`src/rtl/sr_pkg.sv`:
```
`timescale 1ns/1ps
// Shared types and constants for the SR synchroniser bank.
// sr_mode_t selects what a channel does when filtered S and R are both high.
package sr_pkg;

    typedef enum logic [1:0] {
        SR_SET_DOM,
        SR_RESET_DOM,
        SR_HOLD,
        SR_TOGGLE
    } sr_mode_t;

    localparam int SR_MAX_DEBOUNCE = 255;

    // Width of a counter that must hold 0..debounce, never narrower than 1 bit.
    function automatic int sr_cnt_width(input int debounce);
        int w;
        w = $clog2(debounce + 1);
        return (w < 1) ? 1 : w;
    endfunction

endpackage

```
`src/rtl/sr_sync_cell.sv`:
```
`timescale 1ns/1ps
// One SR channel: synchronise and debounce S and R, then update the SR register
// and its sticky illegal-condition flag.
module sr_sync_cell
    import sr_pkg::*;
#(
    parameter int       SYNC_STAGES = 2,
    parameter int       DEBOUNCE    = 0,
    parameter sr_mode_t MODE        = SR_RESET_DOM
) (
    input  logic CLK,
    input  logic nReset,
    input  logic i_s,
    input  logic i_r,
    input  logic i_clr_err,
    output logic o_q,
    output logic o_qbar,
    output logic o_err
);

    // Bit 1 carries S, bit 0 carries R, so w_filt reads as {fS, fR}.
    logic [1:0] w_raw;
    logic [1:0] w_synced;
    logic [1:0] w_filt;

    assign w_raw = {i_s, i_r};

    for (genvar k = 0; k < 2; k++) begin : g_in
        logic [SYNC_STAGES-1:0] r_sync;

        always_ff @(posedge CLK or negedge nReset) begin
            if (!nReset) begin
                r_sync <= '0;
            end else begin
                r_sync <= {r_sync[SYNC_STAGES-2:0], w_raw[k]};
            end
        end

        assign w_synced[k] = r_sync[SYNC_STAGES-1];

        if (DEBOUNCE == 0) begin : g_bypass
            assign w_filt[k] = w_synced[k];
        end else begin : g_debounce
            localparam int            CW = sr_cnt_width(DEBOUNCE);
            localparam logic [CW-1:0] TC = CW'(DEBOUNCE);

            logic [CW-1:0] r_cnt;
            logic [CW-1:0] w_cnt_inc;
            logic          r_filt;

            assign w_cnt_inc = r_cnt + 1'b1;

            // Any cycle where synced agrees with filtered restarts the count,
            // so pulses shorter than DEBOUNCE cycles never get through.
            always_ff @(posedge CLK or negedge nReset) begin
                if (!nReset) begin
                    r_cnt  <= '0;
                    r_filt <= 1'b0;
                end else if (w_synced[k] == r_filt) begin
                    r_cnt  <= '0;
                end else if (w_cnt_inc == TC) begin
                    r_filt <= w_synced[k];
                    r_cnt  <= '0;
                end else begin
                    r_cnt  <= w_cnt_inc;
                end
            end

            assign w_filt[k] = r_filt;
        end
    end

    logic r_q;
    logic r_qbar;
    logic r_err;
    logic w_q_nxt;
    logic w_illegal;

    assign w_illegal = &w_filt;

    always_comb begin
        w_q_nxt = r_q;
        case (w_filt)
            2'b10:   w_q_nxt = 1'b1;
            2'b01:   w_q_nxt = 1'b0;
            2'b11: begin
                case (MODE)
                    SR_SET_DOM:   w_q_nxt = 1'b1;
                    SR_RESET_DOM: w_q_nxt = 1'b0;
                    SR_TOGGLE:    w_q_nxt = ~r_q;
                    default:      w_q_nxt = r_q;
                endcase
            end
            default: w_q_nxt = r_q;
        endcase
    end

    // Qbar has its own flop so both outputs come straight from registers.
    always_ff @(posedge CLK or negedge nReset) begin
        if (!nReset) begin
            r_q    <= 1'b0;
            r_qbar <= 1'b1;
            r_err  <= 1'b0;
        end else begin
            r_q    <= w_q_nxt;
            r_qbar <= ~w_q_nxt;
            if (w_illegal) begin
                r_err <= 1'b1;
            end else if (i_clr_err) begin
                r_err <= 1'b0;
            end
        end
    end

    assign o_q    = r_q;
    assign o_qbar = r_qbar;
    assign o_err  = r_err;

endmodule

```
`src/rtl/sr_sync_bank.sv`:
```
`timescale 1ns/1ps
// Bank of WIDTH independent SR channels fed by asynchronous S/R requests.
// Reset release is assumed synchronous to CLK; no reset synchroniser lives here.
module sr_sync_bank
    import sr_pkg::*;
#(
    parameter int       WIDTH       = 4,
    parameter int       SYNC_STAGES = 2,
    parameter int       DEBOUNCE    = 0,
    parameter sr_mode_t MODE        = SR_RESET_DOM
) (
    input  logic             CLK,
    input  logic             nReset,
    input  logic [WIDTH-1:0] S,
    input  logic [WIDTH-1:0] R,
    input  logic             clr_err,
    output logic [WIDTH-1:0] Q,
    output logic [WIDTH-1:0] Qbar,
    output logic [WIDTH-1:0] err
);

    for (genvar i = 0; i < WIDTH; i++) begin : g_ch
        sr_sync_cell #(
            .SYNC_STAGES (SYNC_STAGES),
            .DEBOUNCE    (DEBOUNCE),
            .MODE        (MODE)
        ) u_cell (
            .CLK       (CLK),
            .nReset    (nReset),
            .i_s       (S[i]),
            .i_r       (R[i]),
            .i_clr_err (clr_err),
            .o_q       (Q[i]),
            .o_qbar    (Qbar[i]),
            .o_err     (err[i])
        );
    end

endmodule

```
`config.mk`:
```
export PLATFORM = sky130hd
export DESIGN_NAME = sr_sync_bank
export DESIGN_NICKNAME = d
export VERILOG_FILES = /design/src/rtl/sr_pkg.sv /design/src/rtl/sr_sync_cell.sv /design/src/rtl/sr_sync_bank.sv
export SDC_FILE = /design/constraint.sdc
export NUM_CORES = 1
export LEC_CHECK = 0
export BUFFER_PORTS_ARGS = -buffer_cell sky130_fd_sc_hd__buf_2
export CORE_ASPECT_RATIO = 0.75
export CORE_MARGIN = 5
export CORE_UTILIZATION = 49
export CTS_CLUSTER_SIZE = 14
export DETAILED_ROUTE_END_ITERATION = 7
export GPL_TIMING_DRIVEN = 0
export MAX_ROUTING_LAYER = met4
export PLACE_DENSITY = 0.75
export SLEW_MARGIN = 20
export SYNTH_ARGS = -nofsm -noshare
export SYNTH_HDL_FRONTEND = slang
export SYNTH_SLANG_ARGS = --single-unit
```
`constraint.sdc`:
```
create_clock -name CLK -period 0.8 [get_ports CLK]
set_input_delay 0.2 -clock CLK [delete_from_list [all_inputs] [get_ports CLK]]
set_output_delay 0.2 -clock CLK [all_outputs]
set_load 0.01 [all_outputs]
```
# --- Yosys cells after proc, flatten, opt, wreduce, memory -nomap -nowiden ---
# Index checks and enable logic that the tools add are counted.
op_classes:
  n_bitwise: 4
  muxes: 9
  n_reduce_logical: 12
  n_eq_ne: 12
op_table:
  columns: ["cell", "n"]
  rows:
  - ["$eq 2x2->1 const B", 8]
  - ["$eq 2x1->1 const B", 4]
  - ["$pmux 1 s2", 4]
  - ["$reduce_and 2->1", 4]
  - ["$reduce_bool 2->1", 4]
  - ["$reduce_or 2->1", 4]
  - ["$mux 1", 5]
  - ["$not 1->1", 4]
word_totals:
  output_inout_bits: 12
  register_bits: 28
  wordCells: 57

# --- Logic depth before layout (Yosys ltp) ---
# Gate-level depths: netlist of run 1.
depth:
  word_depth: 4
  ltp_mapped: 2

# --- Modules after synthesis ---
# From an unflattened synthesis of run 1, not the netlist that was laid out.
hier_totals:
  cells_unflattened: 52
  area_unflattened_um2: 810.8
by_module_without_submodules:
  columns: ["mod", "area_each_um2", "cells_per_inst", "n_inst", "seq_area_each_um2"]
  rows:
  - ["sr_sync_cell", 202.7, 13, 4, 176.4]

# --- Worst setup path before layout of run 1 ---
# OpenSTA, ideal clock, no wires.
synth_timing:
  path_kind: "reg2out"
  start: "register g_ch[0].u_cell.r_qbar"
  end: "output Qbar[0]"
  path_stages_with_launch: 2
  required_ps: 600
  n_path_buf: 1
  arrival_ps: 594
  setup_slack_ps: 6
  path_cell_list: "dfstp_2 > buf_4"
synth_lines:
  columns: ["item", "line_no", "source"]
  rows:
  - ["from (decl)", "sr_sync_cell.sv:74", "logic r_qbar;"]
  - ["from (signal assigned)", "sr_sync_cell.sv:106", "r_qbar <= ~w_q_nxt;"]
  - ["to (decl)", "sr_sync_bank.sv:18", "output logic [WIDTH-1:0] Qbar,"]
# No word-level cell between the ends.

==> results.toml, run 1 <==
[power]
ir_worst_vdd_mv = 1.898
power_density_nw_per_um2 = 2195
p_leak_nw = 0.6079

[global_routing]
antenna_found_initial = 0
grt_max_degree = 29
grt_pass1_vias = 520
overflow = 0
grt_usage_pct = 12.51
grt_pass1_wl_um = 2304

[detailed_routing]
num_vias = 517
drt_iter0_drc = 6
wl_per_cell_um = 13.38
drc = 0
routed_wirelength_um = 1565
firstDrtPassIters = 3
ant_nets = 0
viasPerCell = 4.419

[clock_network]
cts_tree = "done"
h-tree-depth = 1
clk_latency_ps = 320
path_clk_slew_ps = 140
numCtsBuffers = 3
clockBufferDepth = 2
root_buffer = "clkbuf_4"
cts_sinks = 28

[logic_synthesis]
seq_area_frac_synth_pct = 78.33
ys_ff_latch = 28
synth_area_leader_cell = "dfrtp_1"
syn_area_um2 = 900.9
synth_top_area_share_pct = 66.67
synth_warnings = 0
syn_inst = 64
synth_cell_types = 8
synth.net_count = 75
avgSynthCellArea_um2 = 14.08
synth_area_leaders = "dfrtp_1, dfstp_2, buf_4"

[setup_path]
critPathLaunchType = "register"
cp.required_ps = 600
path_max_fanout = 2
endpoint_kind = "output pin"
critical_path_class = "reg2out"
r2r_slack_ps = -50
cp.arrival_ps = 980

[die]
die_x_um = 59.51
die-area_um2 = 2805
floorplan.initialDensity_pct = 51.76
fp-row-count = 13
dieHeight_um = 47.14
coreArea_um2 = 1740
ios = 23

[cells_and_area]
design_area_um2 = 1266
diodes = 0
drive_above_1_share_pct = 45.26
area_growth_pct = 40.56
nets = 107
fillers = 107

[placed_design]
placed_area_um2 = 1039
gp_congestion = 0.6602
dpl.hpwl_um = 972.6
portBuffers = 22

[timing]
clock-skew-final_ps = 9.053
rsz0062_at_grt = "true"
setup-violations-final = 16
fin_crit_ps = 1180
hold_violations = 0
period_share_pct = 147.5
hold_slack_ps = 81.31
drv_slew = 0
tns_ps = -3998
fmax_ghz = 0.8472
relSlewSlack_pct = 76.56
worstMarginPinSlew_ps = 351.5
worst_slack_ps = -380.3

[outcome]
status = "finished, violations left"
violations = "setup timing"

[flow_run]
cap_violations = 0

[worst_hold_path]
hp-class = "in2reg"
final timing paths:
kind	endpoint	startpoint	cells past startpoint
worst max-delay path	Q[2]	register	2
worst min-delay path	g_ch[0].u_cell.o_err$_DFFE_PN0P_	clr_err	2
worst max register to register	g_ch[2].u_cell.o_qbar$_DFF_PN1_	register	3
worst min register to register	g_ch[0].u_cell.g_in[1].r_sync[1]$_DFF_PN0_	g_ch[0].u_cell.g_in[1].r_sync[0]$_DFF_PN0_	0
max in group asynchronous	g_ch[1].u_cell.o_qbar$_DFF_PN1_	nReset	2
min in group asynchronous	async pin	nReset	2
critical path, cell delays in order (launching register included):
cell and delay (ps):
dfrtp_1 430, buf_6 130, buf_6 110
repair_timing:
item | 4_1_cts | 5_1_grt
hold endpoints to repair | 32 | 0
hold buffers | 9 | 0
resized for setup | 18 | 7
buffers inserted | 4 | 3
pin swaps | 0 | 2
gates cloned | 0 | 0
setup endpoints to repair | 12 | 47
kinds of logic after synthesis:
logic type      count (synthesis)  share of synthesized area, %
compound gates                  4                         2.222
buf+inv                        16                         11.67
flops                          28                         78.33
simple gates                   16                         7.777
where the power goes:
part	switching, mW	internal [mW]
clock network	0.384	0.507
registers	0.0527	1.51
logic	0.128	0.197
total	0.564	2.22
synth_stat cells:
master    n
dfrtp_1  24
nor2_1    8
nand2_1   4
or2_1     4
buf_4    12
o21ai_0   4
inv_1     4
dfstp_2   4
per-stage QoR:
| step | cells | total power [mW] | util, % | setup WS, ps |
|---|---|---|---|---|
| finish | 117 | 2.780 | 72.75 | -380.3 |
| global route | 117 | 2.902 | 72.75 | -435.7 |
| CTS | 116 | 2.768 | 71.10 | -383.5 |
| detailed placement | 108 | 1.809 | 59.67 | -106.2 |
| global placement | 108 | 1.789 | 59.67 | -94.73 |
| floorplan | 64 | 1.691 | - | 6.226 |
layout make-up:
| type | instances | area, µm² | area share (%) |
|---|---|---|---|
| multi-input combinational | 20 | 116.4 | 9.190 |
| inverter | 4 | 15.01 | 1.186 |
| tap | 22 | 27.53 | 2.174 |
| buffer | 3 | 33.78 | 2.668 |
| clock buffer | 3 | 22.52 | 1.779 |
| sequential | 28 | 705.7 | 55.73 |
| timing repair buffer | 36 | 315.3 | 24.90 |
| clock inverter | 1 | 30.03 | 2.372 |
layout by cell type, fill, tap and decap left out, types with 3 or more instances in the layout:
cell type      netlist  final
dfrtp_1             24     24
buf_6                0     15
dlygate4sd3_1        0      9
buf_2                0      9
nor2_1               8      5
buf_4               12      5
or2_1                4      4
nand2_1              4      4
clkbuf_4             0      4
dfstp_2              4      4
nor2_4               0      3
inv_1                4      3
o21ai_0              4      3
metal layers:
| metal | vias up | track usage [%] | wire, µm | share of wire [%] |
|---|---|---|---|---|
| met1 | 243 | 12.72 | 617 | 39 |
| met2 | 21 | 20.92 | 770 | 49 |
| met5 | - | - | 0 | 0 |
| met4 | 0 | 11.06 | 80 | 5.1 |
| met3 | 8 | 2.473 | 97 | 6.2 |
| li1 | 245 | - | - | - |
Power figures use the tool's default switching activity.
==> run 2, diff against run 1 <==
Settings changed: ABC_CLOCK_PERIOD_IN_PS from default to 800, MAX_ROUTING_LAYER met4 to default.
==> run 2 against run 1 <==
The flow still finishes with violations (setup timing). Register-to-register slack is essentially flat. Cell count is the same. Core utilization is the same. Sequential power is essentially flat. Setup slack lost 1.2 ps. Die area is the same. Global-route usage shrank 0.42 points. Largest cell class unchanged. Highest routed layer unchanged.
==> results.toml, run 2 (synthesis gave the netlist of run 1 again) <==
[outcome]
status = "finished, violations left"
violations = "setup timing"

[die]
coreArea_um2 = 1740
die-area_um2 = 2805
floorplan.initialDensity_pct = 51.76
die_x_um = 59.51
dieHeight_um = 47.14
fp-row-count = 13
ios = 23

[timing]
hold_slack_ps = 80.91
clock-skew-final_ps = 9.809
relSlewSlack_pct = 76.57
hold_violations = 0
worst_slack_ps = -381.5
tns_ps = -4004
rsz0062_at_grt = "true"
fmax_ghz = 0.8464
period_share_pct = 147.7
fin_crit_ps = 1182
setup-violations-final = 17
worstMarginPinSlew_ps = 351.4
drv_slew = 0

[power]
p_leak_nw = 0.6079
finalPower_mw = 2.778
ir_worst_vdd_mv = 1.893
power_density_nw_per_um2 = 2194

[setup_path]
crit_top_cell = "buf_6"
endpoint_kind = "output pin"
path_max_fanout = 2
max_stage_delay_ps = 430
worstSetupEndpoint = "Q[2]"
critical_path_class = "reg2out"
cp.arrival_ps = 980
r2r_slack_ps = -50
cp_cell_sequence = "buf_6, buf_6"
slowest_stage = "dfrtp_1"
reg2regPathDepth = 3
critPathLaunchType = "register"
cp.required_ps = 600
reg2reg_to = "g_ch[2].u_cell.o_qbar$_DFF_PN1_"

[cells_and_area]
drive_above_1_share_pct = 45.26
seqCellArea_um2 = 705.7
mostFrequentLayoutCells = "dfrtp_1, buf_6, dlygate4sd3_1, buf_2"
fillers = 107
multi_input_area_um2 = 116.4
diodes = 0
design_area_um2 = 1266
layout_commonest_cell = "dfrtp_1"
fin_cells = 117
area_growth_pct = 40.56
nets = 107
final_util_pct = 72.75

[placed_design]
portBuffers = 22
place_ws_ps = -106.2
dpl.hpwl_um = 972.6
placed_area_um2 = 1039
gp_congestion = 0.6543
dp.cells = 108

[flow_run]
cap_violations = 0

[detailed_routing]
num_vias = 517
drt_iter0_drc = 4
firstDrtPassIters = 3
drc = 0
routed_wirelength_um = 1564
viasPerCell = 4.419
ant_nets = 0
wl_per_cell_um = 13.37

[clock_network]
clockBufferDepth = 2
cts_sinks = 28
path_clk_slew_ps = 140
numCtsBuffers = 3
cts_tree = "done"
h-tree-depth = 1
root_buffer = "clkbuf_4"
clk_latency_ps = 320

[global_routing]
grt_usage_pct = 12.09
overflow = 0
grt_pass1_wl_um = 2304
grt_max_degree = 29
antenna_found_initial = 0
grt_pass1_vias = 520

[worst_hold_path]
hp-class = "in2reg"
-- run 2: cell counts in the layout (fill, tap and decap cells not counted) --
Identical to the previous run, type by type.
-- run 2: how the worst min path moves through the flow --
stage / from / end / depth (start not counted)
4_1_cts: clr_err / g_ch[3].u_cell.o_err$_DFFE_PN0P_ / 2
3_3_place_gp: nReset / g_ch[1].u_cell.g_in[0].r_sync[0]$_DFF_PN0_ / 1
3_5_place_dp: nReset / g_ch[1].u_cell.g_in[0].r_sync[1]$_DFF_PN0_ / 1
6_report: clr_err / g_ch[0].u_cell.o_err$_DFFE_PN0P_ / 2
5_1_grt: clr_err / g_ch[0].u_cell.o_err$_DFFE_PN0P_ / 2
2_1_floorplan: nReset / async pin / 0
-- run 2: layout make-up --
type | instances | share of cell area, %
Timing Repair Buffer | 36 | 24.90
Inverter | 4 | 1.186
Multi-Input combinational cell | 20 | 9.190
Sequential cell | 28 | 55.73
Clock inverter | 1 | 2.372
Clock buffer | 3 | 1.779
Buffer | 3 | 2.668
Tap cell | 22 | 2.174
-- run 2: power breakdown --
group	leakage [nW]	internal, mW	total (mW)	switching, mW
Combinational	0.253	0.197	0.325	0.128
Clock	0.0279	0.507	0.889	0.382
Sequential	0.327	1.51	1.56	0.0528
-- run 2: repair_timing --
action | 4_1_cts | 5_1_grt
resized for setup | 18 | 7
setup endpoints to repair | 12 | 47
pin swaps | 0 | 2
hold buffers | 9 | 0
setup buffers | 4 | 3
hold endpoints to repair | 32 | 0
-- run 2: critical path, delay by kind of cell, from the launching register on --
family	cells	cell delay [ps]
flops	1	430
buf+inv	2	240
-- run 2: routing by layer --
metal	track usage, %	up-vias	part of all wire [%]
met5	0	-	0
met4	11.06	0	5.1
met3	2.473	8	6.2
met2	20.92	21	49
met1	12.72	243	39
li1	-	245	-
==> run 3, diff against run 2 <==
Settings changed: GPL_TIMING_DRIVEN 0 to default.
==> run 3 against run 2 <==
The flow still finishes with violations (setup timing). Critical endpoint is now Qbar[2]. Clock power is essentially flat. Via count shrank 0.97%. Hold slack lost 3.2 ps. Combinational power shrank 13%. Global-route usage shrank 1.1 points.
==> results.toml, run 3 (synthesis gave the netlist of run 1 again) <==
[outcome]
status = "finished, violations left"
violations = "setup timing"

[cells_and_area]
multi_input_area_um2 = 107.6
layout_commonest_cell = "dfrtp_1"
mostFrequentLayoutCells = "dfrtp_1, buf_2, dlygate4sd3_1, buf_4, buf_6"
area_growth_pct = 34.17
drive_above_1_share_pct = 44.79
seqCellArea_um2 = 705.7
design_area_um2 = 1209
nets = 108
diodes = 0
fillers = 127

[placed_design]
gp_congestion = 0.6977
placed_area_um2 = 963.4
portBuffers = 22
place_ws_ps = -6.916
dpl.hpwl_um = 924.1

[setup_path]
cp.arrival_ps = 960
cp_cell_sequence = "buf_6"
slowest_stage = "dfstp_2"
path_max_fanout = 1
critical_path_class = "reg2out"
endpoint_kind = "output pin"
crit_family = "flip-flops"
max_stage_delay_ps = 550
cp.buffers_inverters = 1
critPathLaunchType = "register"
cp.required_ps = 600

[die]
floorplan.initialDensity_pct = 51.76
die_x_um = 59.51
coreArea_um2 = 1740
ios = 23
fp-row-count = 13
die-area_um2 = 2805
dieHeight_um = 47.14

[detailed_routing]
viasPerCell = 4.339
ant_nets = 0
drc = 0
drt_iter0_drc = 4
routed_wirelength_um = 1377
firstDrtPassIters = 4
num_vias = 512
wl_per_cell_um = 11.67

[clock_network]
clockBufferDepth = 2
cts_sinks = 28
clk_latency_ps = 320
h-tree-depth = 1
numCtsBuffers = 3
root_buffer = "clkbuf_4"
cts_tree = "done"
path_clk_slew_ps = 140

[worst_hold_path]
hp-class = "in2reg"

[timing]
worst_slack_ps = -360.2
clock-skew-final_ps = 5.265
fin_crit_ps = 1160
rsz0062_at_grt = "true"
worstMarginPinSlew_ps = 177.7
period_share_pct = 145.0
fmax_ghz = 0.8619
hold_violations = 0
relSlewSlack_pct = 88.16
setup-violations-final = 14
drv_slew = 0

[power]
power_density_nw_per_um2 = 2253
p_leak_nw = 0.5947
finalPower_mw = 2.723
ir_worst_vdd_mv = 1.437

[global_routing]
grt_max_degree = 17
grt_usage_pct = 10.98
antenna_found_initial = 0
overflow = 0
grt_pass1_vias = 537
grt_pass1_wl_um = 2132

[flow_run]
cap_violations = 0
==> run 3: cell count changes in the layout (fill, tap and decap cells not counted), sizes merged <==
cell and delta:
buf +2, clkbuf -1
==> run 3: final timing paths <==
check / startpoint / endpoint / slack [ps] / cells after the start
max in group asynchronous: nReset / g_ch[3].u_cell.o_qbar$_DFF_PN1_ / 240 / 3
min in group asynchronous: nReset / g_ch[1].u_cell.g_in[0].r_sync[0]$_DFF_PN0_ / 320 / 3
max: g_ch[2].u_cell.o_qbar$_DFF_PN1_ / Qbar[2] / -360 / 1
min reg2reg: g_ch[2].u_cell.g_in[0].r_sync[0]$_DFF_PN0_ / g_ch[2].u_cell.g_in[0].r_sync[1]$_DFF_PN0_ / 370 / 0
min: clr_err / g_ch[2].u_cell.o_err$_DFFE_PN0P_ / 80 / 2
max reg2reg: g_ch[2].u_cell.o_err$_DFFE_PN0P_ / g_ch[2].u_cell.o_err$_DFFE_PN0P_ / -20 / 4
==> run 3: final cells by class <==
class	count	share of cell area, %
Clock buffer	3	1.863
Inverter	4	1.242
Tap cell	22	2.277
Clock inverter	1	2.484
Sequential cell	28	58.39
Timing Repair Buffer	40	24.84
Multi-Input combinational cell	20	8.903
==> run 3: where the power goes <==
group / internal (mW) / switching, mW
clock network: 0.507 / 0.379
logic: 0.162 / 0.121
registers: 1.51 / 0.0430
total: 2.18 / 0.543
==> run 3: routing by layer <==
layer / routed length, µm / share of wire, % / up-vias / global-route usage [%]
li1: - / - / 247 / -
met1: 517 / 38 / 247 / 11.21
met2: 738 / 54 / 16 / 20.92
met3: 97 / 7.0 / 2 / 1.648
met4: 23 / 1.7 / 0 / 7.965
met5: 0 / 0 / - / 0
==> run 3: worst reg2reg max path: cells and delay by family (launching register included) <==
family                 cells  cell delay, ps
AO/OA/AOI/OAI              1              50
buffers and inverters      3             280
flip-flops                 1             400
==> run 3: metrics by stage <==
| stage | cells | utilization [%] | TNS [ps] | hold slack [ps] |
|---|---|---|---|---|
| 6_report | 118 | 69.45 | -3521 | 77.73 |
| 5_1_grt | 118 | 69.45 | -4051 | 65.26 |
| 4_1_cts | 116 | 67.43 | -3630 | 88.21 |
| 3_5_place_dp | 98 | 55.36 | -23.44 | 160.7 |
| 3_3_place_gp | 98 | 55.36 | -18.83 | 143.7 |
| 2_1_floorplan | 64 | - | 0 | -95.59 |
==> run 3: repair_timing <==
action | 4_1_cts | 5_1_grt
endpoints found under the setup margin | 12 | 16
setup buffers | 5 | 3
pin swaps | 0 | 2
endpoints found under the hold margin | 32 | 0
hold buffers | 9 | 0
gates resized for setup | 6 | 8
